$ cat src/rtl/score_keeper.sv
// +----------------------------------------------------------------------+
// | score_keeper: parametrised BCD score with streak multiplier,          |
// | saturation, persistent high score and seven-segment display drive.   |
// | Rev 1.0                                                              |
// +----------------------------------------------------------------------+
`default_nettype none

module score_keeper #(
    parameter int                  DIGITS      = 4,
    parameter logic [4*DIGITS-1:0] POINTS_BCD  = 16'h0010,
    parameter int                  STREAK_STEP = 4,
    parameter int                  MULT_MAX    = 4
) (
    input  logic                  CLOCK_50,
    input  logic                  reset,
    input  logic                  start_n,
    input  logic                  clear_n,
    input  logic                  beat_tick,
    input  logic                  hit,
    input  logic                  miss,
    input  logic                  show_high,
    output logic [4*DIGITS-1:0]   score_bcd,
    output logic [4*DIGITS-1:0]   high_bcd,
    output logic                  running,
    output logic                  busy,
    output logic [2:0]            mult,
    output logic                  overflow,
    output logic [6:0]            HEX0,
    output logic [6:0]            HEX1,
    output logic [6:0]            HEX2,
    output logic [6:0]            HEX3,
    output logic [6:0]            HEX4,
    output logic [6:0]            HEX5
);

    localparam int              c_W    = 4 * DIGITS;
    localparam logic [c_W-1:0]  c_ALL9 = {DIGITS{4'h9}};

    typedef enum logic [0:0] {
        ST_IDLE = 1'b0,
        ST_ADD  = 1'b1
    } state_t;

    state_t          r_state;
    logic [2:0]      r_remaining;
    logic [7:0]      r_streak;
    logic [c_W-1:0]  r_score;
    logic [c_W-1:0]  r_high;
    logic            r_running;
    logic            r_busy;
    logic            r_overflow;

    logic [1:0]      r_start_sync;
    logic [1:0]      r_clear_sync;
    logic            r_start_prev;
    logic            r_clear_prev;
    logic            w_start_edge;
    logic            w_clear_edge;

    logic [c_W:0]    w_sum;
    logic [8:0]      w_mult_raw;
    logic [2:0]      w_mult;
    logic [c_W-1:0]  w_sel;
    logic [6:0]      w_hex [6];

    function automatic logic [c_W:0] bcd_add(input logic [c_W-1:0] a,
                                             input logic [c_W-1:0] b);
        logic [c_W-1:0] sum;
        logic           carry;
        logic [4:0]     d;
        sum   = '0;
        carry = 1'b0;
        for (int i = 0; i < DIGITS; i++) begin
            d = {1'b0, a[4*i +: 4]} + {1'b0, b[4*i +: 4]} + {4'b0, carry};
            if (d > 5'd9) begin
                d     = d - 5'd10;
                carry = 1'b1;
            end else begin
                carry = 1'b0;
            end
            sum[4*i +: 4] = d[3:0];
        end
        return {carry, sum};
    endfunction

    function automatic logic [6:0] seg7(input logic [3:0] v);
        case (v)
            4'd0:    seg7 = 7'h40;
            4'd1:    seg7 = 7'h79;
            4'd2:    seg7 = 7'h24;
            4'd3:    seg7 = 7'h30;
            4'd4:    seg7 = 7'h19;
            4'd5:    seg7 = 7'h12;
            4'd6:    seg7 = 7'h02;
            4'd7:    seg7 = 7'h78;
            4'd8:    seg7 = 7'h00;
            4'd9:    seg7 = 7'h10;
            default: seg7 = 7'h7F;
        endcase
    endfunction

    // Keys are raw pins: two-flop synchroniser, then a falling-edge detect.
    always_ff @(posedge CLOCK_50 or posedge reset) begin
        if (reset) begin
            r_start_sync <= 2'b11;
            r_clear_sync <= 2'b11;
            r_start_prev <= 1'b1;
            r_clear_prev <= 1'b1;
        end else begin
            r_start_sync <= {r_start_sync[0], start_n};
            r_clear_sync <= {r_clear_sync[0], clear_n};
            r_start_prev <= r_start_sync[1];
            r_clear_prev <= r_clear_sync[1];
        end
    end

    assign w_start_edge = r_start_prev & ~r_start_sync[1];
    assign w_clear_edge = r_clear_prev & ~r_clear_sync[1];

    assign w_sum      = bcd_add(r_score, POINTS_BCD);
    assign w_mult_raw = 9'd1 + 9'(32'(r_streak) / STREAK_STEP);
    assign w_mult     = (w_mult_raw > 9'(MULT_MAX)) ? 3'(MULT_MAX) : w_mult_raw[2:0];

    always_ff @(posedge CLOCK_50 or posedge reset) begin
        if (reset) begin
            r_state     <= ST_IDLE;
            r_remaining <= 3'd0;
            r_streak    <= 8'd0;
            r_score     <= '0;
            r_high      <= '0;
            r_running   <= 1'b0;
            r_busy      <= 1'b0;
            r_overflow  <= 1'b0;
        end else if (w_clear_edge) begin
            // BCD digits are weighted like binary nibbles, so a plain compare orders them.
            if (r_score > r_high) begin
                r_high <= r_score;
            end
            r_score     <= '0;
            r_streak    <= 8'd0;
            r_overflow  <= 1'b0;
            r_running   <= 1'b0;
            r_busy      <= 1'b0;
            r_state     <= ST_IDLE;
            r_remaining <= 3'd0;
        end else if (w_start_edge && !r_running) begin
            r_score    <= '0;
            r_streak   <= 8'd0;
            r_overflow <= 1'b0;
            r_running  <= 1'b1;
        end else begin
            case (r_state)
                ST_IDLE: begin
                    if (beat_tick && r_running) begin
                        if (miss) begin
                            r_streak <= 8'd0;
                        end else if (hit) begin
                            r_streak    <= (r_streak == 8'hFF) ? 8'hFF : r_streak + 8'd1;
                            r_remaining <= w_mult;
                            r_busy      <= 1'b1;
                            r_state     <= ST_ADD;
                        end
                    end
                end
                ST_ADD: begin
                    if (w_sum[c_W] || r_overflow) begin
                        r_score    <= c_ALL9;
                        r_overflow <= 1'b1;
                    end else begin
                        r_score <= w_sum[c_W-1:0];
                    end
                    r_remaining <= r_remaining - 3'd1;
                    if (r_remaining == 3'd1) begin
                        r_state <= ST_IDLE;
                        r_busy  <= 1'b0;
                    end
                end
                default: begin
                    r_state <= ST_IDLE;
                    r_busy  <= 1'b0;
                end
            endcase
        end
    end

    assign w_sel = show_high ? r_high : r_score;

    generate
        for (genvar gi = 0; gi < 6; gi++) begin : g_hex
            logic [6:0] r_seg;
            if (gi < DIGITS) begin : g_digit
                always_ff @(posedge CLOCK_50 or posedge reset) begin
                    if (reset) begin
                        r_seg <= 7'h40;
                    end else begin
                        r_seg <= seg7(w_sel[4*gi +: 4]);
                    end
                end
            end else begin : g_blank
                assign r_seg = 7'h7F;
            end
            assign w_hex[gi] = r_seg;
        end
    endgenerate

    assign score_bcd = r_score;
    assign high_bcd  = r_high;
    assign running   = r_running;
    assign busy      = r_busy;
    assign mult      = w_mult;
    assign overflow  = r_overflow;
    assign HEX0      = w_hex[0];
    assign HEX1      = w_hex[1];
    assign HEX2      = w_hex[2];
    assign HEX3      = w_hex[3];
    assign HEX4      = w_hex[4];
    assign HEX5      = w_hex[5];

endmodule

`default_nettype wire
$ cat config.mk
export PLATFORM = sky130hd
export DESIGN_NAME = score_keeper
export DESIGN_NICKNAME = d
export VERILOG_FILES = /design/src/rtl/score_keeper.sv
export SDC_FILE = /design/constraint.sdc
export NUM_CORES = 1
export LEC_CHECK = 0
export ABC_AREA = 1
export BUFFER_PORTS_ARGS = -buffer_cell sky130_fd_sc_hd__buf_2
export CORE_ASPECT_RATIO = 1.25
export CORE_MARGIN = 4
export CORE_UTILIZATION = 35
export CTS_CLUSTER_DIAMETER = 100
export DETAILED_ROUTE_END_ITERATION = 10
export GPL_TIMING_DRIVEN = 0
export PLACE_DENSITY_LB_ADDON = 0.12
export SYNTH_ARGS = -nofsm -noshare
export SYNTH_HDL_FRONTEND = slang
export SYNTH_SLANG_ARGS = --single-unit
$ cat constraint.sdc
create_clock -name CLOCK_50 -period 4.55 [get_ports CLOCK_50]
set_clock_uncertainty 0.1 [all_clocks]
set_input_delay 0.6825 -clock CLOCK_50 [delete_from_list [all_inputs] [get_ports CLOCK_50]]
set_output_delay 0.6825 -clock CLOCK_50 [all_outputs]
set_load 0.05 [all_outputs]
==> key figures <==
Power
  • Total power: 2170 uW
  • Leakage: 0.00337 uW
  • Pwr per Cell Area: 358 mW/mm^2
  • Peak supply drop: 0.203 mV

STA
  • Final Setup Violations: 0
  • Final number of hold-violating endpoints: 0
  • Fmax: between 200 and 250 MHz
  • Worst slew pin tran: 537 ps
  • Hold Slack: 256 ps
  • Relative slew slack: 63.9%
  • Period utilization: 92.3%
  • Final Max Tran Viols: 0
  • Fin crit period: 4200 ps

Clock network
  • TritonCTS clock tree: yes
  • Worst-skew pair later-pin latency: 340 ps
  • Clock transition at path regs: 60 ps
  • Deepest clock path buffer count: 2
  • CTS sink count: 81
  • CTS Buf Count: 9
  • H-tree depth: 3
  • Root buffer cell: clkbuf_16
  • Hold-fix buffers at CTS: 0

Global route
  • Global-route wire length before repair: 19400 um
  • Number of global-route vias before repair: 4114
  • Pin count of the biggest net entering global routing: 44
  • Total track usage: 14.6%
  • Grt ovf: 0
  • Antenna violations before repair: 0

Logic synthesis
  • Yosys top cell area share: 35.4%
  • Syn Inst Count: 607
  • Synth Area per Inst: 8.26 sq um
  • Cell type with the highest aggregate area in the netlist: dfrtp_1
  • Fraction of the yosys area taken by sequential cells: 40.7%
  • Ys Warns: 0
  • Area of the mapped netlist: between 0.005 and 0.006 sq mm
  • Seq cells post-synth: 81
  • Post-synthesis cell type count: 39
  • Top cells by area, synth: dfrtp_1 35%, ha_1 12%, nand2_1 11%

Floorplanning
  • Row Count: 48
  • Die ar.: 0.0163 sq mm
  • Core ar.: roughly 0.014 sq mm
  • Initial Util: 36.0%
  • Die H: 142 um
  • Die W: 115 um
  • # IOs: 88

Critical path
  • Startpoint Class: flip-flop
  • Largest stage delay, worst path: 370 ps
  • Data arrival time of the worst path: 4320 ps
  • Worst endpoint required time: 4670 ps
  • Crit-path max FO: 4
  • Crit-path slowest cell: dfrtp_2
  • CP Capture Type: flip-flop
  • Critical path class: reg -> reg
  • CP dominant cell by count: nand2_1

Drt
  • Iter 0 DRT Violations: 154
  • DRT Pass-1 Iters: 4
  • Via count: between 4000 and 5000
  • Residual DRC: 0
  • Avg Vias per Cell: 4.68
  • Final WL: 11400 um
  • Final ANT Viol Nets: 0
  • Avg WL per Cell: 12.8 um

Finish
  • Nets: 768
  • Layout fillers: 1448
  • Ant. Diodes: 0
  • Synth-to-layout area growth: 20.9%
  • Share of layout cells above drive strength 1: 24.6%
  • Final core area utilization: between 40 and 50%

Placement
  • IO buf count: 73
  • Post-DP HPWL: around 9000 um
  • GP Congestion: 0.824

Hold path
  • Hold WC Path Type: reg -> reg

Run status
  • Status: completed

Flow run
  • Max Cap Violations: 0
==> worst max-delay path, delay by kind of cell, from the launching register on <==
family / cells / cell delay, ps
DFF: 1 / 370
AOI/OAI and AO/OA: 1 / 150
adders and majority gates: 7 / 1530
and+or+nand+nor: 14 / 1330
xor gates and xnor gates: 1 / 210
buffers and inverters: 6 / 410
==> flip-flops by register name (all words and copies together), names as in the netlist <==
name / count
HEX1: 7
r_clear_prev: 1
score_bcd: 16
overflow: 1
HEX2: 7
HEX0: 7
r_remaining: 3
r_start_sync: 2
HEX3: 7
r_state: 1
r_start_prev: 1
running: 1
high_bcd: 16
r_clear_sync: 2
r_streak: 8
busy: 1
==> path summary, 6_finish.rpt <==
| path | from | to | slack [ps] | cells past startpoint |
|---|---|---|---|---|
| min | r_clear_sync[0] | r_clear_sync[1] | 260 | 0 |
| min in group asynchronous | reset | r_remaining[0] | 300 | 2 |
| max | score_bcd[2] | score_bcd[2] | 350 | 29 |
| max reg2reg | score_bcd[2] | score_bcd[2] | 350 | 29 |
| max in group asynchronous | reset | HEX1[6] | 3380 | 3 |
| min reg2reg | r_clear_sync[0] | r_clear_sync[1] | 260 | 0 |
==> layout by cell type (no fill, tap or decap), types with 2 or more instances in the layout <==
master	n
a21oi_2	2
inv_1	79
buf_4	20
nand2_2	5
o21ai_4	4
o21ai_0	27
bufinv_16	2
dfrtp_2	3
o21ai_1	21
ha_1	49
nor2_1	28
xor2_1	4
o22ai_1	3
nand3_1	49
nand2_1	149
inv_2	9
nor2_4	3
nand3b_1	2
nand4_1	4
nand2_4	2
dfstp_2	10
o21ai_2	15
conb_1	14
buf_6	3
buf_12	2
nor2_2	2
xnor2_1	3
dfrtp_1	68
buf_2	74
clkbuf_16	9
xnor2_2	2
clkinv_2	3
nor3_1	4
a21oi_1	22
o211ai_1	5
==> cell usage after synthesis <==
cell type,n
buf_6,3
nor2_4,2
nor2_2,3
nand2_4,2
nand3b_1,2
xor2_1,4
inv_1,80
nor3b_1,1
o21ai_1,21
o31ai_1,1
nand2_1,152
nand2_2,2
nor3_1,4
inv_2,9
o221ai_1,1
a21oi_4,1
nand3_1,50
dfrtp_1,71
buf_4,15
a211oi_1,1
buf_12,1
dfstp_2,10
conb_1,1
nand3_4,1
a21oi_1,23
nor2_1,28
ha_1,50
buf_2,1
nand4_1,4
o211ai_1,5
o21ai_0,27
o21bai_1,1
clkinv_1,1
o22ai_1,3
o21ai_4,4
xnor2_1,5
a21oi_2,1
a22oi_1,1
o21ai_2,15
==> power breakdown <==
| part | internal, uW | switching [uW] |
|---|---|---|
| clock network | 478 | 284 |
| logic | 162 | 443 |
| registers | 779 | 27.3 |
| total | 1420 | 755 |
==> logic make-up after synthesis <==
logic type / count (synthesis) / share of synthesized area [%]
xor gates and xnor gates: 9 / 1.57
buffers and inverters: 110 / 10.2
and+or+nand+nor: 251 / 21.7
DFF: 81 / 40.7
other: 1 / 0.0748
AOI/OAI and AO/OA: 105 / 13.4
adders and majority gates: 50 / 12.5
==> metrics by stage <==
step / setup WS [ps] / cells / cell area (sq um) / TNS (ps)
global route: -24.2 / 890 / 6060 / -50.6
detailed placement: -45.9 / 869 / 5670 / -167
finish: 351 / 890 / 6060 / 0
floorplan: 279 / 620 / 5060 / 0
CTS: 19.1 / 885 / 5990 / 0
global placement: 23.3 / 868 / 5650 / 0
==> cell type report <==
cell class,count,area (sq um),share of cell area [%]
plain buffers,20,171,2.83
flip-flops and latches,81,2040,33.7
clock inverters,6,82.6,1.36
clock buffers,10,229,3.78
well taps,175,219,3.61
multi-input cells,429,2550,42.1
repair buffers,79,423,6.97
inverters,90,340,5.61
==> layer usage <==
| layer | global-route usage (%) | routed length (um) |
|---|---|---|
| met1 | 17.3 | 4750 |
| met2 | 26.6 | 5950 |
| met3 | 2.77 | 517 |
| met4 | 3.96 | 138 |
| met5 | 0 | 0 |
==> what timing repair did <==
| item | 4_1_cts | 5_1_grt |
|---|---|---|
| buffers inserted | 0 | 5 |
| setup endpoints to repair | 8 | 17 |
| resized for setup | 3 | 9 |
| pin swaps | 0 | 1 |
No activity file was read; power rests on OpenSTA's default activity.
